===== src/rtl/core_pkg.sv =====
// Shared widths and the operand-fetch pipe payload for the integer core.
package core_pkg;
  localparam int XLEN   = 32;
  localparam int NREGS  = 32;
  localparam int REG_AW = 5;

  localparam logic [REG_AW-1:0] REG_ZERO = 5'd0;

  typedef struct packed {
    logic [XLEN-1:0]   rs1_data;
    logic [XLEN-1:0]   rs2_data;
    logic [REG_AW-1:0] rd;
    logic              rd_wen;
  } op_pkt_t;
endpackage


===== src/rtl/regfile_2r1w.sv =====
// Integer register file: 2 combinational read ports, 1 write port, x0 reads zero.
// A same-cycle write to the addressed register is forwarded to the read ports.
module regfile_2r1w
  import core_pkg::*;
(
  input  logic              clk,
  input  logic              reset,
  input  logic              wen,
  input  logic [REG_AW-1:0] waddr,
  input  logic [XLEN-1:0]   wdata,
  input  logic [REG_AW-1:0] raddr1,
  input  logic [REG_AW-1:0] raddr2,
  output logic [XLEN-1:0]   rdata1,
  output logic [XLEN-1:0]   rdata2
);

  logic [XLEN-1:0] regs [NREGS];

  always_ff @(posedge clk or posedge reset) begin
    if (reset) begin
      for (int i = 0; i < NREGS; i++) regs[i] <= '0;
    end else if (wen && waddr != REG_ZERO) begin
      regs[waddr] <= wdata;
    end
  end

  always_comb begin
    rdata1 = regs[raddr1];
    if (raddr1 == REG_ZERO)              rdata1 = '0;
    else if (wen && waddr == raddr1)     rdata1 = wdata;
  end

  always_comb begin
    rdata2 = regs[raddr2];
    if (raddr2 == REG_ZERO)              rdata2 = '0;
    else if (wen && waddr == raddr2)     rdata2 = wdata;
  end

endmodule


===== src/rtl/id_operand_fetch.sv =====
// Operand fetch: regfile read with WB bypass, busy-bit RAW stall, 1-cycle pipe register to EX.
// Holds ex_* stable while EX stalls; dec_ready drops on hazard, flush or a full stalled pipe.
module id_operand_fetch
  import core_pkg::*;
(
  input  logic              clk,
  input  logic              reset,
  input  logic              dec_valid,
  output logic              dec_ready,
  input  logic [REG_AW-1:0] dec_rs1,
  input  logic [REG_AW-1:0] dec_rs2,
  input  logic [REG_AW-1:0] dec_rd,
  input  logic              dec_rd_wen,
  input  logic              wb_wen,
  input  logic [REG_AW-1:0] wb_rd,
  input  logic [XLEN-1:0]   wb_data,
  input  logic              flush,
  output logic              ex_valid,
  input  logic              ex_ready,
  output logic [XLEN-1:0]   ex_rs1_data,
  output logic [XLEN-1:0]   ex_rs2_data,
  output logic [REG_AW-1:0] ex_rd,
  output logic              ex_rd_wen
);

  logic [XLEN-1:0]  rs1_data, rs2_data;
  logic [NREGS-1:0] busy, busy_nxt;
  logic             haz1, haz2, issue;
  op_pkt_t          pipe_q;

  regfile_2r1w u_regfile (
    .clk    (clk),
    .reset  (reset),
    .wen    (wb_wen),
    .waddr  (wb_rd),
    .wdata  (wb_data),
    .raddr1 (dec_rs1),
    .raddr2 (dec_rs2),
    .rdata1 (rs1_data),
    .rdata2 (rs2_data)
  );

  // A WB landing on the source this cycle resolves the hazard through the bypass.
  assign haz1 = busy[dec_rs1] && (dec_rs1 != REG_ZERO) && !(wb_wen && wb_rd == dec_rs1);
  assign haz2 = busy[dec_rs2] && (dec_rs2 != REG_ZERO) && !(wb_wen && wb_rd == dec_rs2);

  assign dec_ready = !flush && !haz1 && !haz2 && (!ex_valid || ex_ready);
  assign issue     = dec_valid && dec_ready;

  // Clears first so a same-cycle set on the same index wins.
  always_comb begin
    busy_nxt = busy;
    if (wb_wen) busy_nxt[wb_rd] = 1'b0;
    if (flush && ex_valid && pipe_q.rd_wen) busy_nxt[pipe_q.rd] = 1'b0;
    if (issue && dec_rd_wen && dec_rd != REG_ZERO) busy_nxt[dec_rd] = 1'b1;
    busy_nxt[0] = 1'b0;
  end

  always_ff @(posedge clk or posedge reset) begin
    if (reset) busy <= '0;
    else       busy <= busy_nxt;
  end

  always_ff @(posedge clk or posedge reset) begin
    if (reset) begin
      ex_valid <= 1'b0;
      pipe_q   <= '0;
    end else if (flush) begin
      ex_valid <= 1'b0;
    end else if (issue) begin
      ex_valid        <= 1'b1;
      pipe_q.rs1_data <= rs1_data;
      pipe_q.rs2_data <= rs2_data;
      pipe_q.rd       <= dec_rd;
      pipe_q.rd_wen   <= dec_rd_wen;
    end else if (ex_ready) begin
      ex_valid <= 1'b0;
    end
  end

  assign ex_rs1_data = pipe_q.rs1_data;
  assign ex_rs2_data = pipe_q.rs2_data;
  assign ex_rd       = pipe_q.rd;
  assign ex_rd_wen   = pipe_q.rd_wen;

endmodule


===== config.mk =====
export PLATFORM = sky130hd
export DESIGN_NAME = id_operand_fetch
export DESIGN_NICKNAME = d
export VERILOG_FILES = /design/src/rtl/core_pkg.sv /design/src/rtl/regfile_2r1w.sv /design/src/rtl/id_operand_fetch.sv
export SDC_FILE = /design/constraint.sdc
export NUM_CORES = 2
export LEC_CHECK = 0
export ABC_AREA = 0
export BUFFER_PORTS_ARGS = -buffer_cell sky130_fd_sc_hd__buf_4
export CORE_UTILIZATION = 55
export DETAILED_ROUTE_END_ITERATION = 8
export PLACE_DENSITY_LB_ADDON = 0.12
export SLEW_MARGIN = 20
export SYNTH_ARGS = -nofsm -noshare
export SYNTH_HDL_FRONTEND = slang
export SYNTH_SLANG_ARGS = --single-unit

===== constraint.sdc =====
create_clock -name clk -period 50.1 [get_ports clk]
set_input_delay 5.01 -clock clk [delete_from_list [all_inputs] [get_ports clk]]
set_output_delay 5.01 -clock clk [all_outputs]
set_load 0.03 [all_outputs]

Word-level counts from Yosys, hierarchy flattened
Index checks and enable logic that the tools add are counted.

Output and inout port bits: 72. Bits in registers: 1126. Logic and storage cells: 124. Input port bits: 59.

Eq/ne operators: 2. Reductions and logical operators: 34. Mux-type cells: 29. $lt $le $gt $ge: 12. Bitwise operators: 9.

Operators with widths (count): 1024-bit bitwise mux (1); 32-bit 2-to-1 mux (12); 32-bit binary-select mux with 5-bit select (2); 32-bit demux with 5-bit select (1); 32-bit bitwise AND (2); 32-bit inverter (2); 32-bit OR (1); 5-bit by 6-bit less-than comparator with 1-bit output, second input constant (5); 5-bit nonzero test (4); 1-bit logical AND (19); 6-bit >= comparator, second input constant (3); 5-bit inverter with 6-bit output (3); 1-bit demux with 5-bit select (3); 5-bit by 1-bit >= comparator with 1-bit output, second input constant (3); 1-bit binary-select mux with 5-bit select (2); 5-bit == test (2); 5-bit logical NOT (2); 1-bit 2-to-1 mux (8); 1-bit logical NOT (6); 6-bit by 1-bit less-than comparator with 1-bit output, second input constant (1); 3-bit nonzero test (1); 2-bit AND reduction (1); 1-bit logical OR (1); 1-bit inverter (1).

Longest topological paths before layout
Depth after elaboration: 12. Mapped depth: 11.

Hierarchy
A second synthesis with hierarchy kept.

Cell total of the unflattened synthesis: 4245. Area total of the unflattened synthesis: 60533.1 um^2.

By module, submodules not included: regfile_2r1w (instances 1, cells an instance 3859, area each 55253.0 um^2); id_operand_fetch (instances 1, cells an instance 386, area each 5280.1 um^2).

Worst setup path after synthesis
No wires, ideal clock.

Path type: input to output. Start point: input port dec_rs1[1]. End point: output port dec_ready. Data required time: 45.090 ns. Arrival: 6.661 ns. Path buffers: 3. Setup slack: 38.429 ns. Stages: 9. Path through: buf_4 > buf_6 > mux2i_1 > a22oi_1 > a21oi_1 > a311o_1 > o21ai_2 > buf_2 > inv_1.

Word-level cells in the longest chain between the ends: 8. Elaborated cells on any way between the ends: 12.

RTL lines: start: declaration (line id_operand_fetch.sv:10) `input logic [REG_AW-1:0] dec_rs1,`; 1-bit binary-select mux with 5-bit select or 5-bit == test (tied branches) (line id_operand_fetch.sv:44) `assign haz1 = busy[dec_rs1] && (dec_rs1 != REG_ZERO) && !(wb_wen && wb_rd == dec_rs1);`; 1-bit 2-to-1 mux (not written as such) or 1-bit logical AND (tied branches) (line id_operand_fetch.sv:44); 1-bit logical AND or 1-bit logical NOT (tied branches) (line id_operand_fetch.sv:44); 1-bit logical AND (*) (line id_operand_fetch.sv:44); 1-bit logical NOT (*) (line id_operand_fetch.sv:47) `assign dec_ready = !flush && !haz1 && !haz2 && (!ex_valid || ex_ready);`; 1-bit logical AND (*) (3 in series) (line id_operand_fetch.sv:47); end: declaration (line id_operand_fetch.sv:9) `output logic dec_ready,`.

Every way passes the cells marked *; elsewhere a longest branch is shown, timed or not. The select of a mux whose other input is x is not followed.

Worst setup path in the final report
Start point: input port dec_rs2[1]. End point: output port dec_ready.

Word-level cells in the longest chain between the ends: 7. Elaborated cells on any way between the ends: 11.

RTL lines: start: declaration (line id_operand_fetch.sv:11) `input logic [REG_AW-1:0] dec_rs2,`; 1-bit binary-select mux with 5-bit select or 5-bit == test (tied branches) (line id_operand_fetch.sv:45) `assign haz2 = busy[dec_rs2] && (dec_rs2 != REG_ZERO) && !(wb_wen && wb_rd == dec_rs2);`; 1-bit 2-to-1 mux (not written as such) or 1-bit logical AND (tied branches) (line id_operand_fetch.sv:45); 1-bit logical AND or 1-bit logical NOT (tied branches) (line id_operand_fetch.sv:45); 1-bit logical AND (*) (line id_operand_fetch.sv:45); 1-bit logical NOT (*) (line id_operand_fetch.sv:47); 1-bit logical AND (*) (2 in series) (line id_operand_fetch.sv:47).

Marked as above.

==> results by group <==
CTS
  – Htree depth: 4
  – Post-CTS Resized: 0
  – Clock Tree Root: clkbuf_16
  – Clock Path Buffers: 3
  – TritonCTS buffer count: 131
  – Worst skew pair latency: 0.75 ns
  – CTS tree: built
  – Setup bufs post-CTS: 0
  – CTS Sinks: 1,126
  – Clock Pin Slew Worst Setup and Hold Paths: 0.05 ns
  – Hold Buf Count CTS: 0

Power and ir drop
  – Leak Pwr: 29.36 nW
  – Pwr/cell area: 42.10 nW/µm²
  – VDD IR max: 39.72 µV

STA
  – RSZ-0062 raised after global routing: no
  – Clock Skew: 0.02773 ns
  – Peak Freq: 70.91 MHz
  – Max Slew Vio Count: 0
  – Max-slew headroom: 0.2082
  – Setup TNS: 0 ns
  – Number of setup violations in the final report: 0
  – Minimum clock period: 14.10 ns
  – Slew @ Worst Pin: 1.188 ns
  – Final WS setup: 36.00 ns
  – Final hold vios: 0
  – Crit share post-route: 0.2815
  – Worst hold slack: 0.3951 ns

Floorplanning
  – FP Rows: 121
  – Die width: 334.4 µm
  – Core box area: 109,200 µm²
  – IO Pins: 131
  – Die area: 111,800 µm²
  – DIE HEIGHT: 334.4 µm
  – Starting Density: 0.5568

Yosys
  – Top_reg_cell synth: dfrtp_1
  – Seq/Total Area, Yosys: 0.4636
  – Syn_nets: 4,379
  – Seq cells post-synth: 1,126
  – Cell Area, Synth: 60,770 µm²
  – Asr flop ratio synth: 1.000
  – Mean Syn Cell Area: 14.07 µm²
  – Post-synth EDFFs: 0
  – Gate Count Post-Synth: 4,320
  – Yosys cell types: 54
  – Yosys Warn Count: 0

Critical path
  – Worst path top cell family by delay: buffers and inverters
  – Critical Path Start Type: primary input
  – Worst Setup End Kind: output port
  – Max stage delay on crit path: 0.84 ns
  – Top cell by count, worst path: buf_4
  – Slowest cell on crit path: clkinv_2
  – Crit path kind: in2out
  – CP bufs+invs: 6
  – Worst Path Required: 45.09 ns
  – Critical Path Fanout Max: 107
  – Worst EP arrival: 9.09 ns
  – Crit-path cells: buf_8, buf_12, clkinv_2, buf_4, mux2i_1, o2111ai_1, nand4_1, o21ai_2, inv_1, buf_4

Run
  – Max-cap violations: 0

Route
  – DR vias/cell: 7.013
  – 1st-pass router iterations: 8
  – Vias: 40,290
  – Drt initial violations: 4,173
  – Routed wire per std cell: 32.93 µm
  – DRC: 0
  – Antenna viol nets, final: 0
  – WL final: 189,200 µm

Global routing
  – GRT overflow: 0
  – Pin count of the biggest net entering global routing: 182
  – Initial antenna violation count: 5
  – First-pass GRT wire length: 279,800 µm
  – Number of global-route vias before repair: 40,350
  – GRT Resource Usage Total: 0.3424

Place
  – GP Congestion: 0.8575
  – Number of port buffers: 130
  – Place WS: 36.06 ns
  – DP HPWL: 94,590 µm

Final layout
  – Layout Nets: 4,227
  – Most frequent cells in the layout: dfrtp_1, mux2_2, mux2i_1, mux4_2, buf_4
  – Util after Layout: 0.6115
  – Area Overhead vs Synth: 9.839%
  – Leading cell type in the layout, fill and taps excluded: dfrtp_1
  – Layout cells sized above 1: 0.4488

Status
  – Status: complete, no violations

Min path
  – Worst hold-check path type: reg2reg
[synthesized netlist by cell type, drive strengths merged (46+ instances only)]
master  count  area share
mux2i     420       0.069
nor2       93      0.0057
buf       194       0.018
o21ai     130       0.011
clkbuf    291       0.018
mux4      392        0.15
nand3      46      0.0038
a22oi      62      0.0077
mux2     1065        0.20
a221oi    101       0.015
a21oi     118      0.0097
dfrtp    1126        0.46
[per-layer routing]
metal	part of all wire	GRT usage	vias to the layer above
met2	0.45	0.5150	1860
li1	-	-	16320
met1	0.42	0.4958	21670
met4	0.040	0.1371	4
met5	0.00016	0	-
met3	0.081	0.06014	429
[final timing paths]
check	slack, ns	depth (start not counted)	endpoint	start
min in group asynchronous	4.40	2	u_regfile.regs[307]$_DFFE_PP0P_	reset
max in group asynchronous	42.02	6	u_regfile.regs[707]$_DFFE_PP0P_	reset
hold / removal	0.40	0	u_regfile.regs[995]$_DFFE_PP0P_	u_regfile.regs[995]$_DFFE_PP0P_
setup reg to reg	46.86	8	ex_rs1_data[19]$_DFFE_PP0P_	busy[29]$_DFF_PP0_
hold reg to reg	0.40	0	u_regfile.regs[995]$_DFFE_PP0P_	u_regfile.regs[995]$_DFFE_PP0P_
setup / recovery	36.00	10	dec_ready	dec_rs2[1]
[metrics by stage]
step | cell area (µm²) | cells | power [mW]
after floorplan | 60770 | 4320 | 1.680
after global placement | 62380 | 5510 | 1.832
after detailed placement | 62380 | 5510 | 1.852
after CTS | 66720 | 5742 | 2.820
after global routing | 66750 | 5744 | 2.924
final | 66750 | 5745 | 2.810
[layout make-up]
cell class | instances | area, µm²
diodes | 2 | 5.005
fillers | 8487 | 42400
well taps | 1476 | 1847
flip-flops and latches | 1126 | 28180
clock inverters | 35 | 410.4
repair buffers | 200 | 1634
multi-input cells | 2699 | 30690
inverters | 10 | 53.80
clock buffers | 197 | 3931
[where the power goes]
part           switching, mW  internal (mW)
clock network          0.393          0.574
registers              0.132           1.09
logic                  0.277          0.342
[state kept, by name (all words and copies together) (netlist names)]
signal	cells
u_regfile.regs	1024
ex_rs1_data	32
ex_rs2_data	32
busy	31
ex_rd	5
ex_rd_wen	1
ex_valid	1
[logic make-up (layout without fill, tap and decap cells)]
logic type / after synthesis / after routing / share of synthesized area
other: 0 / 2 / 0
AOI/OAI and AO/OA: 562 / 562 / 0.06341
DFF: 1126 / 1126 / 0.4636
muxes: 1877 / 1877 / 0.4146
buffers and inverters: 495 / 442 / 0.03638
and+or+nand+nor: 250 / 250 / 0.02057
xor gates and xnor gates: 10 / 10 / 0.001441
Power figures use the tool's default switching activity.
